[src/rtl/regfile_access_ctrl.sv]
// Register-bank initiator: decode, operand fetch, issue, writeback and debug dump.
// One instruction in flight; $0 is never written because a zero destination skips writeback.
module regfile_access_ctrl #(
  parameter int NUM_REGS = 32,
  parameter int ADDR_W   = 5,
  parameter int DATA_W   = 32
) (
  input  logic              clk,
  input  logic              reset,
  input  logic              instr_valid,
  output logic              instr_ready,
  input  logic [31:0]       instr,
  output logic [ADDR_W-1:0] rf_read_reg1,
  output logic [ADDR_W-1:0] rf_read_reg2,
  input  logic [DATA_W-1:0] rf_data1,
  input  logic [DATA_W-1:0] rf_data2,
  output logic              rf_write_en,
  output logic [ADDR_W-1:0] rf_write_reg,
  output logic [DATA_W-1:0] rf_write_data,
  output logic              op_valid,
  input  logic              op_ready,
  output logic [DATA_W-1:0] op_a,
  output logic [DATA_W-1:0] op_b,
  output logic [ADDR_W-1:0] op_dest,
  input  logic              wb_valid,
  output logic              wb_ready,
  input  logic [DATA_W-1:0] wb_data,
  input  logic              dump_start,
  output logic              dump_valid,
  output logic [ADDR_W-1:0] dump_index,
  output logic [DATA_W-1:0] dump_data
);

  typedef enum logic [2:0] {
    S_IDLE, S_READ, S_ISSUE, S_WAIT_WB, S_WRITE, S_DUMP
  } state_t;

  state_t              state_q, state_d;
  logic [31:0]         instr_q, instr_d;
  logic [DATA_W-1:0]   op_a_q, op_a_d;
  logic [DATA_W-1:0]   op_b_q, op_b_d;
  logic [ADDR_W-1:0]   op_dest_q, op_dest_d;
  logic [DATA_W-1:0]   wb_data_q, wb_data_d;
  logic [ADDR_W-1:0]   dump_cnt_q, dump_cnt_d;
  logic                idle_rdy;

  // Returns 0 when the instruction has no architectural destination.
  function automatic logic [4:0] dest_of(input logic [31:0] w);
    logic [4:0] d;
    d = 5'd0;
    case (w[31:26])
      6'h00:                       d = (w[5:0] == 6'h08) ? 5'd0 : w[15:11];
      6'h08, 6'h09, 6'h0A, 6'h0B,
      6'h0C, 6'h0D, 6'h0E, 6'h0F,
      6'h23:                       d = w[20:16];
      6'h03:                       d = 5'd31;
      default:                     d = 5'd0;
    endcase
    return d;
  endfunction

  always_ff @(posedge clk or posedge reset) begin
    if (reset) begin
      state_q    <= S_IDLE;
      instr_q    <= '0;
      op_a_q     <= '0;
      op_b_q     <= '0;
      op_dest_q  <= '0;
      wb_data_q  <= '0;
      dump_cnt_q <= '0;
    end else begin
      state_q    <= state_d;
      instr_q    <= instr_d;
      op_a_q     <= op_a_d;
      op_b_q     <= op_b_d;
      op_dest_q  <= op_dest_d;
      wb_data_q  <= wb_data_d;
      dump_cnt_q <= dump_cnt_d;
    end
  end

  always_comb begin
    state_d       = state_q;
    instr_d       = instr_q;
    op_a_d        = op_a_q;
    op_b_d        = op_b_q;
    op_dest_d     = op_dest_q;
    wb_data_d     = wb_data_q;
    dump_cnt_d    = dump_cnt_q;
    idle_rdy      = 1'b0;
    rf_read_reg1  = '0;
    rf_read_reg2  = '0;
    rf_write_en   = 1'b0;
    rf_write_reg  = '0;
    rf_write_data = '0;
    op_valid      = 1'b0;
    wb_ready      = 1'b0;
    dump_valid    = 1'b0;
    dump_index    = '0;
    dump_data     = '0;

    case (state_q)
      S_IDLE: begin
        idle_rdy = 1'b1;
        if (dump_start) begin
          dump_cnt_d = '0;
          state_d    = S_DUMP;
        end else if (instr_valid) begin
          instr_d = instr;
          state_d = S_READ;
        end
      end
      S_READ: begin
        rf_read_reg1 = ADDR_W'(instr_q[25:21]);
        rf_read_reg2 = ADDR_W'(instr_q[20:16]);
        op_a_d       = rf_data1;
        op_b_d       = rf_data2;
        op_dest_d    = ADDR_W'(dest_of(instr_q));
        state_d      = S_ISSUE;
      end
      S_ISSUE: begin
        op_valid = 1'b1;
        if (op_ready) state_d = (op_dest_q != '0) ? S_WAIT_WB : S_IDLE;
      end
      S_WAIT_WB: begin
        wb_ready = 1'b1;
        if (wb_valid) begin
          wb_data_d = wb_data;
          state_d   = S_WRITE;
        end
      end
      S_WRITE: begin
        rf_write_en   = (op_dest_q != '0);
        rf_write_reg  = op_dest_q;
        rf_write_data = wb_data_q;
        state_d       = S_IDLE;
      end
      S_DUMP: begin
        rf_read_reg1 = dump_cnt_q;
        dump_valid   = 1'b1;
        dump_index   = dump_cnt_q;
        dump_data    = rf_data1;
        if (dump_cnt_q == ADDR_W'(NUM_REGS - 1)) begin
          dump_cnt_d = '0;
          state_d    = S_IDLE;
        end else begin
          dump_cnt_d = dump_cnt_q + 1'b1;
        end
      end
      default: state_d = S_IDLE;
    endcase
  end

  // Held low while reset is asserted so every output reads 0 during reset.
  assign instr_ready = idle_rdy & ~reset;
  assign op_a        = op_a_q;
  assign op_b        = op_b_q;
  assign op_dest     = op_dest_q;

endmodule

[config.mk]
export PLATFORM = sky130hd
export DESIGN_NAME = regfile_access_ctrl
export DESIGN_NICKNAME = d
export VERILOG_FILES = /design/src/rtl/regfile_access_ctrl.sv
export SDC_FILE = /design/constraint.sdc
export NUM_CORES = 1
export LEC_CHECK = 0
export ABC_AREA = 1
export BUFFER_PORTS_ARGS = -buffer_cell sky130_fd_sc_hd__buf_4
export CAP_MARGIN = 20
export CORE_MARGIN = 1.5
export CORE_UTILIZATION = 50
export DETAILED_ROUTE_END_ITERATION = 7
export PLACE_DENSITY = 0.9
export SYNTH_ARGS = -nofsm -noshare
export SYNTH_HDL_FRONTEND = slang
export SYNTH_SLANG_ARGS = --single-unit
[constraint.sdc]
create_clock -name clk -period 9.9 [get_ports clk]
set_input_delay 1.485 -clock clk [delete_from_list [all_inputs] [get_ports clk]]
set_output_delay 1.485 -clock clk [all_outputs]
set_load 0.01 [all_outputs]
After elaboration in Yosys (flattened, before gate mapping). Cells that the tools add are included.

Register bits after elaboration: 141. Input bits: 134. Output and inout port bits: 158. Word-level logic and storage cells: 65.

$add $sub $neg: 1. Eq/ne operators: 22. Muxes and demuxes: 23. Bitwise logic cells: 3. Reductions and logical operators: 9.

Operators with widths (count): $mux W32 (2); $eq A6 B4 Y1 const B (9); $mux W5 (6); $pmux W5 S2 (2); $mux W3 (5); $pmux W3 S5 (1); $pmux W5 S3 (1); $reduce_or A9 Y1 (1); $ne A2 B2 Y1 const B (4); $eq A3 B2 Y1 const B (2); $eq A3 B3 Y1 const B (2); $eq A6 B2 Y1 const B (1); $eq A6 B6 Y1 const B (1); $logic_not A6 Y1 (1); $add A5 B1 Y5 const B (1); $eq A5 B5 Y1 const B (1); $mux W1 (5); $reduce_bool A5 Y1 (1); $reduce_and A2 Y1 (2); $reduce_and A4 Y1 (1); $eq A3 B1 Y1 const B (1); $logic_not A3 Y1 (1); $ne A3 B3 Y1 const B (1); $reduce_and A3 Y1 (1); 4 further kinds (5).

Longest topological paths before layout. Gate-level depths: netlist of run 1.

Depth in word-level cells: 4. Gate-level depth with buffers: 10. Depth with buffers taken out: 10.

Worst setup path after synthesis of run 1. Ideal clock, no wire load.

Path kind: in2out. Start point: input port rf_data1[0]. End point: output port dump_data[0]. Arrival: 1.687 ns. Path slack: 6.728 ns. Cell stages on the path: 2. Buffers on the path: 0. Cell sequence: inv_1 > nor2_1.

Word-level cells in the longest chain between the ends: 1.

RTL lines: start, declared (line 15) `input logic [DATA_W-1:0] rf_data1,`; $mux W32 (line 102) `case (state_q)`; end, declared (line 31) `output logic [DATA_W-1:0] dump_data`.

Every way passes these cells.

Worst setup path after layout of run 1.
Start point: register state_q[1]. End point: output port rf_read_reg2[4].

Word-level cells in the longest chain between the ends: 2.

RTL lines: start, declared (line 38) `state_t state_q, state_d;`; start signal, assigned (line 72) `state_q <= state_d;`; $eq A3 B1 Y1 (line 102); $mux W5 (line 102); end, declared (line 14) `output logic [ADDR_W-1:0] rf_read_reg2,`.

Every way passes these cells.

==> results of run 1 <==
[synth_stat cells (all sizes together)]
master / instances
dfrtp: 136
nand3: 48
nand2: 230
ha: 2
a21oi: 33
clkbuf: 23
xnor2: 1
o22ai: 2
inv: 94
nor3: 5
and2: 1
o21ai: 39
buf: 13
or2: 2
nor2: 125
xor2: 1
[cells in the final DEF, fill, tap and decap left out]
cell type / Yosys / routed
xor2_1: 1 / 1
a21oi_1: 33 / 33
nor2_1: 124 / 124
and2_1: 1 / 1
xnor2_1: 1 / 1
nand2_2: 2 / 2
buf_16: 0 / 1
ha_1: 2 / 2
clkinvlp_4: 0 / 3
nand3_1: 48 / 48
bufinv_16: 0 / 5
inv_1: 88 / 87
buf_4: 0 / 290
clkbuf_16: 0 / 17
dfrtp_1: 136 / 136
buf_12: 0 / 1
o22ai_1: 2 / 2
o21ai_0: 3 / 3
nor3_1: 1 / 1
nor2_8: 1 / 1
nor3_4: 1 / 2
clkinv_4: 0 / 3
nor3_2: 3 / 2
clkinv_2: 0 / 2
o21ai_1: 36 / 36
clkbuf_1: 23 / 1
inv_2: 6 / 5
or2_2: 2 / 2
nand2_1: 228 / 228
inv_6: 0 / 3
[routing by layer]
layer	GRT usage, %	part of all wire [%]	vias to the layer above
met3	5.35	5.5	33
met2	50.0	53	193
met1	31.2	39	2637
met5	0	0	-
li1	-	-	2848
met4	10.7	2.2	0
[power by group]
| part | total [uW] | leakage (uW) | internal (uW) | switching, uW |
|---|---|---|---|---|
| clock | 694 | 0.000307 | 449 | 244 |
| sequential | 957 | 0.00164 | 817 | 140 |
| combinational | 1090 | 0.00315 | 465 | 622 |
[worst max path at each step]
| stage | from | to | slack [ns] |
|---|---|---|---|
| 2_1_floorplan | reset | dump_cnt_q[0]$_DFFE_PP0P_ | 4.78 |
| 6_report | state_q[1]$_DFFE_PP0P_ | rf_read_reg2[4] | 5.48 |
| 3_5_place_dp | state_q[2]$_DFFE_PP0P_ | rf_read_reg2[4] | 5.90 |
| 3_3_place_gp | state_q[2]$_DFFE_PP0P_ | rf_read_reg2[4] | 5.90 |
| 4_1_cts | state_q[1]$_DFFE_PP0P_ | rf_read_reg2[4] | 5.44 |
| 5_1_grt | state_q[2]$_DFFE_PP0P_ | rf_read_reg2[4] | 5.25 |
[per-stage QoR]
step	hold slack, ns	util, %	worst slack (ns)	total power [uW]	instance area, um2
after global placement	0.454	70.9	5.90	1990	8200
after detailed placement	0.459	70.9	5.90	2050	8200
after global routing	0.501	77.0	5.25	2930	8900
final	0.469	77.0	5.48	2740	8900
after CTS	0.474	76.6	5.44	2750	8850
after floorplan	0.442	-	4.78	1540	5990
[tightest hold or removal path: cells and delay by family (launching register included)]
kind	cells	cell delay, ns
flip-flops	1	0.34
AND/OR/NAND/NOR	2	0.09
[flip-flops by register name (all words and copies together) (netlist names)]
register    flops
dump_cnt_q      5
instr_q        27
op_a           32
op_b           32
op_dest         5
state_q         3
wb_data_q      32
[cell type report]
class                      count  area (um2)  area share [%]
multi-input combinational    489        2090            23.4
clock buffer                  18         429            4.82
clock inverter                14         221            2.49
timing repair buffer         292        2220            25.0
sequential                   136        3400            38.2
tap                          143         179            2.01
inverter                      94         359            4.03
[kinds of logic (layout without fill, tap and decap cells)]
logic type / after synthesis / after routing
simple gates: 411 / 411
compound gates: 74 / 74
xor+xnor: 2 / 2
flops: 136 / 136
fa+ha+maj: 2 / 2
buf+inv: 130 / 418
==> results by group, run 1 <==
Global routing
  • Leftover overflow at the end of global routing: 0
  • Global Route Usage Sum: 27.2%
  • Largest net degree at the start of global routing: 85
  • Initial antenna violation count: 0
  • Vias in the first global route: 5560
  • Global-route wire length before repair: 26900 um

Synth
  • Main combinational cell family by area after synthesis: simple AND/OR/NAND/NOR gates
  • Mapped cell area: ~0.0060 mm2
  • Simple-gate share of the synthesized area: 27.8%
  • Cells after Synth: ~760
  • Leading area contributor after synthesis: dfrtp_1
  • Post-Synth Adder-Cell Area: less than 1%
  • Mapped Nets: between 800 and 900
  • Post-synthesis sequential area ratio: 56.8%
  • Mapped Avg Cell Area: around 7.9 um2
  • Post-synthesis compound-gate area fraction: approximately 6.2%
  • Synth top area cells: dfrtp_1 (57%), nand2_1 (14%), nor2_1 (7.8%)
  • Count of distinct cell types in the synthesized netlist: 22
  • Synth Area in XOR/XNOR: less than 1%
  • Syn. warnings: 0
  • Synth Register Bits: 136
  • Mux cell area share after synthesis: 0%
  • Post-synth top area share: a little under three fifths

STA
  • TNS Setup: 0 ns
  • Final setup fails: 0
  • RSZ-0062 raised after global routing: no
  • Crit share post-route: ~45%
  • Worst Clk Skew: just over 0.007 ns
  • Final Critical Period: 4.42 ns
  • Final Hold Viols: 0
  • Slew HR: 52.9%
  • Max Transition Viols Final: 0
  • Fmax: 226 MHz
  • Actual slew at the worst max-slew pin: 0.706 ns

Die
  • FP Rows: 39
  • Core Area: 0.0116 mm2
  • Chip height: 112 um
  • Die Wd: 112 um
  • Die Footprint: ~0.013 mm2
  • Starting density of the core: 51.8%
  • Top Ports: 292

Clock network
  • Root Driver: clkbuf_16
  • Total setup buffers inserted after CTS: 0
  • H-Tree Depth: 4
  • CTS tree: done
  • Clock slew seen by the registers of the worst setup and hold paths: 0.06 ns
  • Bufs on Longest Clock Path: 2
  • TritonCTS Sinks: between 100 and 150
  • Post-CTS Resized: 0
  • Worst skew pair latency: 0.40 ns
  • CTS Hold Bufs: 0
  • CTS Buf Count: 17

Critical path
  • Critical path peak fanout: 71
  • Critical path required time: 8.42 ns
  • Reg2reg end: op_a[0]$_DFFE_PP0P_
  • CP delay by family, top: buffers and inverters
  • WP depth: 6
  • Max stage delay on crit path: 0.54 ns
  • Most used cell along the critical path: buf_4
  • WS Path Type: flop to primary output
  • Worst path bufs/invs: 4
  • Setup crit end kind: primary output
  • Crit-path slowest cell: clkinv_2
  • Crit-path cells: nor3_4, buf_4, clkinv_2, buf_4, nor2_1, buf_4
  • Startpoint Class: flop
  • Reg2reg path depth: 6
  • Worst EP arrival: 2.94 ns
  • Reg-to-reg setup timing slack: 7.30 ns
  • R2R Path Start: state_q[1]$_DFFE_PP0P_

Routing
  • Final ANT Viol Nets: 0
  • DR iter-0 viols: between 300 and 400
  • Initial DRT Pass Iterations: 8
  • Via density per instance: between 4 and 5
  • DRC: 19
  • Wire per inst: 14.2 um
  • Final WL: 16800 um
  • Via Count: 5711

Cells and area
  • ANT cells: 0
  • Layout Cells excl Fill: 1186
  • Nets: about 1200
  • P&R area growth vs syn: 48.7%
  • Filler Cell Count: around 810
  • Share of cells above drive strength 1: 32.5%

Placement
  • Port Buffer Count: around 290
  • DP Wirelength: 11800 um
  • Placed Cells: roughly 1200
  • Final Wtd Congestion: 0.814

Min path
  • Hold path endpoint: instr_q[0]$_DFFE_PP0P_
  • Hold Path Depth: 2
  • Hold Crit Class: flop to flop
  • Min-Delay Startpoint: instr_q[0]$_DFFE_PP0P_

Run status
  • Status: finished with violations
  • Failing checks: DRC

Power and ir drop
  • Pwr/cell area: 308 mW/mm2
  • Pleak: 0.00510 uW
  • Max IR drop VDD: 177 uV

Flow run
  • Max-Cap Viols: 0
Power figures use the tool's default switching activity.
==> run 2: changes to the inputs <==
--- a/config.mk
+++ b/config.mk
@@ -5,13 +5,14 @@
 export SDC_FILE = /design/constraint.sdc
 export NUM_CORES = 1
 export LEC_CHECK = 0
-export ABC_AREA = 1
+export ABC_AREA = 0
 export BUFFER_PORTS_ARGS = -buffer_cell sky130_fd_sc_hd__buf_4
 export CAP_MARGIN = 20
+export CORE_ASPECT_RATIO = 1.4
 export CORE_MARGIN = 1.5
-export CORE_UTILIZATION = 50
+export CORE_UTILIZATION = 47
 export DETAILED_ROUTE_END_ITERATION = 7
-export PLACE_DENSITY = 0.9
+export PLACE_DENSITY = 0.85
 export SYNTH_ARGS = -nofsm -noshare
 export SYNTH_HDL_FRONTEND = slang
 export SYNTH_SLANG_ARGS = --single-unit
==> constraint.sdc (replaced) <==
create_clock -name clk -period 4.35 [get_ports clk]
set_input_delay 0.6525 -clock clk [delete_from_list [all_inputs] [get_ports clk]]
set_output_delay 0.6525 -clock clk [all_outputs]
set_load 0.01 [all_outputs]
==> run 2 against run 1 <==
Non-clock buffer count down 1. Largest cell class unchanged. The run now ends clean. Synthesized area grew 1.5%. Routed wire length down 9.8%. Global-route usage fell by 4.7 points. Setup slack worse by 3.9 ns. Die area up 7.8%. Hold slack got worse by 0.0083 ns. Sequential power is 140% higher.
==> results by group, run 2 <==
Critical path
  • Setup crit end kind: primary output
  • Startpoint Class: flop
  • Worst EP arrival: 2.16 ns
  • Crit-path cells: nand2_1, nor2_2, buf_8, and2_1, a21o_1, buf_4
  • WS Path Type: flop to primary output
  • Crit-path slowest cell: dfrtp_1
  • Reg2reg path depth: 3
  • Critical path required time: 3.70 ns
  • Max stage delay on crit path: 0.60 ns
  • Critical path peak fanout: 35

Synth
  • Fraction of registers with async set/reset: 100%
  • Mux cell area share after synthesis: 24.8%
  • Count of distinct cell types in the synthesized netlist: 35
  • Synth Area in XOR/XNOR: 0%
  • Syn. warnings: 0
  • EDFF count, synth: 0
  • Post-synthesis sequential area ratio: 56.0%
  • Cells after Synth: between 400 and 500
  • Synth Register Bits: 136
  • Mapped cell area: slightly above 0.006 mm2
  • Mapped Nets: 587
  • Post-synth top area share: 56.0%
  • Leading area contributor after synthesis: dfrtp_1
  • Post-Synth Adder-Cell Area: 0.412%
  • Main combinational cell family by area after synthesis: multiplexers
  • Simple-gate share of the synthesized area: ~12%
  • Top-count cell post-synth: dfrtp_1
  • Synth top area cells: dfrtp_1 (56%), mux2_2 (18%), and2_1 (8.2%)
  • Post-synthesis compound-gate area fraction: 3.79%
  • Mapped Avg Cell Area: around 13 um2
  • Most used DFF post-synth: dfrtp_1
  • Post-synth top cells: dfrtp_1 (136), mux2_2 (95), and2_1 (80), mux2_4 (29), nand2_1 (13)

Power and ir drop
  • Pleak: ~0.0045 uW
  • Max IR drop VDD: ~410 uV
  • Pwr/cell area: 714 mW/mm2
  • Total power: 6380 uW

Global routing
  • Global-route wire length before repair: 23800 um
  • Vias in the first global route: 4819
  • Initial antenna violation count: 0
  • Global Route met1 Usage: around a quarter
  • Met2 Usage GRT: 39.6%
  • Largest net degree at the start of global routing: 108
  • Met3 Use GR: 5.99%
  • Global Route Usage Sum: 22.5%
  • Leftover overflow at the end of global routing: 0
  • Busiest layer in global routing: met2

STA
  • Slew HR: 30.5%
  • Fmax: ~360 MHz
  • Final setup fails: 0
  • Worst Setup Slack, final: 1.54 ns
  • Crit share post-route: about 65%
  • Max Transition Viols Final: 0
  • TNS Setup: 0 ns
  • Worst Clk Skew: around 0.015 ns
  • RSZ-0062 raised after global routing: no
  • Final Critical Period: 2.81 ns
  • Actual slew at the worst max-slew pin: 1.04 ns
  • Final Hold Viols: 0

Clock network
  • CTS tree: done
  • TritonCTS Sinks: 136
  • Total setup buffers inserted after CTS: 0
  • Clock slew seen by the registers of the worst setup and hold paths: 0.06 ns
  • Post-CTS Resized: 0
  • Bufs on Longest Clock Path: 2
  • CTS Hold Bufs: 0
  • CTS Buf Count: 17
  • Root Driver: clkbuf_16
  • Worst skew pair latency: approximately 0.41 ns
  • H-Tree Depth: 4

Routing
  • DRC: 0
  • Final ANT Viol Nets: 0
  • Via density per instance: just over 5
  • Via Count: 4594
  • DR iter-0 viols: slightly above 100
  • Wire per inst: 16.9 um
  • Final WL: 15200 um
  • Initial DRT Pass Iterations: 4

Placement
  • DP Wirelength: 11200 um
  • Post-DP Area: 0.00831 mm2
  • Port Buffer Count: 286
  • Pre-CTS setup slack: 1.47 ns
  • Final Wtd Congestion: 0.824

Die
  • Top Ports: 292
  • Core Area: 0.0128 mm2
  • Die Footprint: 0.0136 mm2
  • Die Wd: ~99 um
  • Starting density of the core: 47.6%
  • Chip height: about 140 um
  • FP Rows: 49

Cells and area
  • Fin area: 0.00894 mm2
  • Most common cell after layout, fill and taps aside: buf_4
  • Nets: a little under 900
  • Commonest cells after routing, fill and taps aside: buf_4 (290), dfrtp_1 (136), mux2_2 (95)
  • Share of cells above drive strength 1: 61.2%
  • ANT cells: 0
  • P&R area growth vs syn: 47.1%

Min path
  • Hold Crit Class: primary input to asynchronous set/reset pin

Flow run
  • Max-Cap Viols: 0

Run status
  • Status: finished clean
[run 2: worst max-delay path: cells and delay by family, from the launching register on]
| family | cells | cell delay (ns) |
|---|---|---|
| compound gates | 1 | 0.11 |
| buf+inv | 2 | 0.37 |
| flops | 1 | 0.60 |
| simple gates | 3 | 0.68 |
[run 2: cell type report]
cell class                      instances  area [um2]
Clock buffer                           17         425
Clock inverter                         15         189
Fill cell                             903        3810
Inverter                                3        16.3
Multi-Input combinational cell        285        2520
Sequential cell                       136        3400
Tap cell                              153         191
Timing Repair Buffer                  291        2190
[run 2: cell families after synthesis]
kind of cell,after synthesis
adder cells (fa/ha/maj),2
AO/OA/AOI/OAI,29
multiplexers,124
flip-flops,136
buffers and inverters,30
AND/OR/NAND/NOR,130
[run 2: where the power goes]
group / switching, uW / internal (uW) / total (uW)
combinational: 1060 / 1530 / 2590
clock: 563 / 913 / 1480
sequential: 414 / 1900 / 2320
total: 2040 / 4340 / 6380
[run 2: layer usage]
metal / share of wire, % / up-vias
met4: 2.6 / 0
met3: 5.4 / 34
met2: 54 / 166
met5: 0 / -
li1: - / 2126
met1: 38 / 2268
[run 2: worst paths after layout]
kind                       slack [ns]                         to                startpoint
setup / recovery                 1.54            rf_read_reg1[3]    state_q[0]$_DFFE_PP0P_
hold / removal                   0.46     state_q[0]$_DFFE_PP0P_                     reset
setup reg to reg                 2.02       op_a[22]$_DFFE_PP0P_    state_q[0]$_DFFE_PP0P_
hold reg to reg                  0.50   wb_data_q[7]$_DFFE_PP0P_  wb_data_q[7]$_DFFE_PP0P_
max in group asynchronous        2.89       op_a[20]$_DFFE_PP0P_                     reset
min in group clk                 0.47  wb_data_q[17]$_DFFE_PP0P_               wb_data[17]
[run 2: stage by stage]
step	hold slack (ns)	util (%)	instances
finish	0.461	70.1	900
global placement	0.479	65.2	867
global route	0.460	70.1	900
CTS	0.457	70.0	899
detailed placement	0.484	65.2	867
floorplan	0.470	-	451
==> run 3: changes to the inputs <==
==> constraint.sdc (replaced) <==
create_clock -name clk -period 2.9 [get_ports clk]
set_input_delay 0.435 -clock clk [delete_from_list [all_inputs] [get_ports clk]]
set_output_delay 0.435 -clock clk [all_outputs]
set_load 0.01 [all_outputs]
==> run 3 against run 2 <==
Setup slack lost 1.2 ns. Non-clock buffer count grew 3. Sequential cell count unchanged. Final area is 0.34% lower. Utilization is 0.24 points lower. Critical path depth is the same. Hold slack got worse by 0.33 ns. Clock power rose by 35%. Final cell count increased by 0.33%. Via count increased by 0.52%. Clock skew fell by 0.0051 ns. Sequential share of layout area is 0.13 points higher. Critical path type unchanged. Largest cell class unchanged.
==> results by group, run 3 (same netlist as run 2, synthesis figures left out) <==
Run status
  • Status: finished clean

Critical path
  • Critical path required time: 2.47 ns
  • R2R Path Start: state_q[1]$_DFFE_PP0P_
  • Most used cell along the critical path: buf_4
  • Worst EP arrival: ~2.1 ns
  • Crit-path slowest cell: dfrtp_1
  • Reg-to-reg setup timing slack: between 0.6 and 0.7 ns
  • Reg2reg end: wb_data_q[24]$_DFFE_PP0P_
  • Max stage delay on crit path: about 0.57 ns
  • CP delay by family, top: flip-flops
  • Crit-path cells: nand2_1, nor2_2, buf_4, and2_1, a21o_1, buf_4
  • Setup crit end kind: primary output
  • Worst path bufs/invs: 2
  • Reg2reg path depth: 3
  • Critical path peak fanout: 40
  • WS Path Type: flop to primary output
  • Startpoint Class: flop

Routing
  • Final ANT Viol Nets: 0
  • Wire per inst: around 18 um
  • Via density per instance: 5.11
  • Via Count: between 4000 and 5000
  • DR iter-0 viols: just over 90
  • DRC: 0
  • Initial DRT Pass Iterations: 6
  • Final WL: 15900 um

STA
  • Worst Clk Skew: 0.0100 ns
  • Max Transition Viols Final: 0
  • Slew HR: 31.8%
  • Worst Setup Slack, final: 0.376 ns
  • RSZ-0062 raised after global routing: no
  • TNS Setup: 0 ns
  • Final Critical Period: ~2.5 ns
  • Crit share post-route: a little under 90%
  • Actual slew at the worst max-slew pin: 1.02 ns
  • Final Hold Viols: 0
  • Fmax: 396 MHz
  • Final setup fails: 0

Power and ir drop
  • Net Sw Power: 3080 uW
  • Internal power: 6320 uW
  • Flop pwr share: approximately 37%
  • Clk pwr share: 21.3%
  • Pwr/cell area: between 1000 and 1500 mW/mm2
  • Pleak: 0.00447 uW
  • Max IR drop VDD: between 600 and 700 uV
  • Logic gate share of total power: 41.6%
  • Total power: 9400 uW
  • Sw Share: 32.8%

Placement
  • Pre-CTS setup slack: between 0.6 and 0.7 ns
  • Port Buffer Count: 286
  • DP Wirelength: 11900 um
  • Post-DP Area: approximately 0.0084 mm2
  • Final Wtd Congestion: about 0.87

Cells and area
  • Share of cells above drive strength 1: ~60%
  • Commonest cells after routing, fill and taps aside: buf_4 (293), dfrtp_1 (136), mux2_2 (95)
  • Most common cell after layout, fill and taps aside: buf_4
  • Fin area: 0.00891 mm2
  • P&R area growth vs syn: 46.6%
  • ANT cells: 0
  • Nets: 873

Clock network
  • TritonCTS Sinks: 136
  • Root Driver: clkbuf_16
  • CTS Buf Count: 17
  • CTS tree: done
  • Bufs on Longest Clock Path: 2
  • Post-CTS Resized: 0
  • Worst skew pair latency: 0.41 ns
  • Clock slew seen by the registers of the worst setup and hold paths: ~0.060 ns
  • H-Tree Depth: 4
  • CTS Hold Bufs: 0
  • Total setup buffers inserted after CTS: 0

Global routing
  • Vias in the first global route: 4720
  • Largest net degree at the start of global routing: 52
  • Initial antenna violation count: 0
  • Global-route wire length before repair: approximately 24000 um
  • Leftover overflow at the end of global routing: 0
  • Global Route Usage Sum: 23.2%

Die
  • Starting density of the core: 47.6%
  • Die Wd: 99.1 um
  • Core Area: 0.0128 mm2
  • Die Footprint: 0.0136 mm2
  • FP Rows: 49
  • Chip height: ~140 um
  • Top Ports: 292

Flow run
  • Max-Cap Viols: 0

Min path
  • Hold Crit Class: primary input to asynchronous set/reset pin
==> run 3: changes by cell type in the layout (fill, tap and decap cells not counted), sizes merged <==
cell,before,now
clkinv,5,4
inv,8,5
clkinvlp,2,5
clkbuf,17,21
bufinv,3,0
buf,291,294
==> run 3: how the worst max path moves through the flow <==
stage | from | end | slack [ns] | cells after the start
final | state_q[0]$_DFFE_PP0P_ | rf_read_reg1[1] | 0.38 | 6
after floorplan | reset | dump_cnt_q[0]$_DFFE_PP0P_ | 0.77 | 1
after global placement | state_q[1]$_DFFE_PP0P_ | wb_data_q[26]$_DFFE_PP0P_ | 0.75 | 3
after detailed placement | state_q[1]$_DFFE_PP0P_ | wb_data_q[24]$_DFFE_PP0P_ | 0.69 | 3
after global routing | state_q[0]$_DFFE_PP0P_ | rf_read_reg1[1] | 0.18 | 6
after CTS | state_q[0]$_DFFE_PP0P_ | rf_read_reg1[1] | 0.36 | 6
==> run 3: routing by layer <==
layer	vias to the layer above	track usage [%]	share of wire, %
met5	-	0	0
met4	0	8.61	1.9
met3	26	6.04	5.7
met2	168	40.9	54
met1	2286	27.4	38
li1	2138	-	-
==> run 3: metrics by stage <==
step                      std cells  hold WS, ns  util (%)
after floorplan                 451        0.470         -
after global placement          871        0.480      65.5
after detailed placement        871        0.485      65.5
after CTS                       903        0.136      69.9
after global routing            903        0.149      69.9
final                           903        0.131      69.9
==> run 3: power by group through the flow <==
stage	Clock, uW	Combinational (uW)	Sequential [uW]
final	2000	3910	3490
after global routing	2130	4190	3600
after CTS	2040	3950	3490
after detailed placement	0	3930	3520
after global placement	0	3800	3440
after floorplan	0	2180	3540
==> run 3: final cells by class <==
type / count / area [um2]
multi-input cells: 285 / 2520
fillers: 926 / 3840
clock inverters: 11 / 87.6
clock buffers: 21 / 470
inverters: 3 / 15.0
well taps: 153 / 191
flip-flops and latches: 136 / 3400
repair buffers: 294 / 2220
==> run 3: tightest hold or removal path: stages <==
cell	delay (ns)
buf_4	0.12
clkinvlp_4	0.09
buf_12	0.26
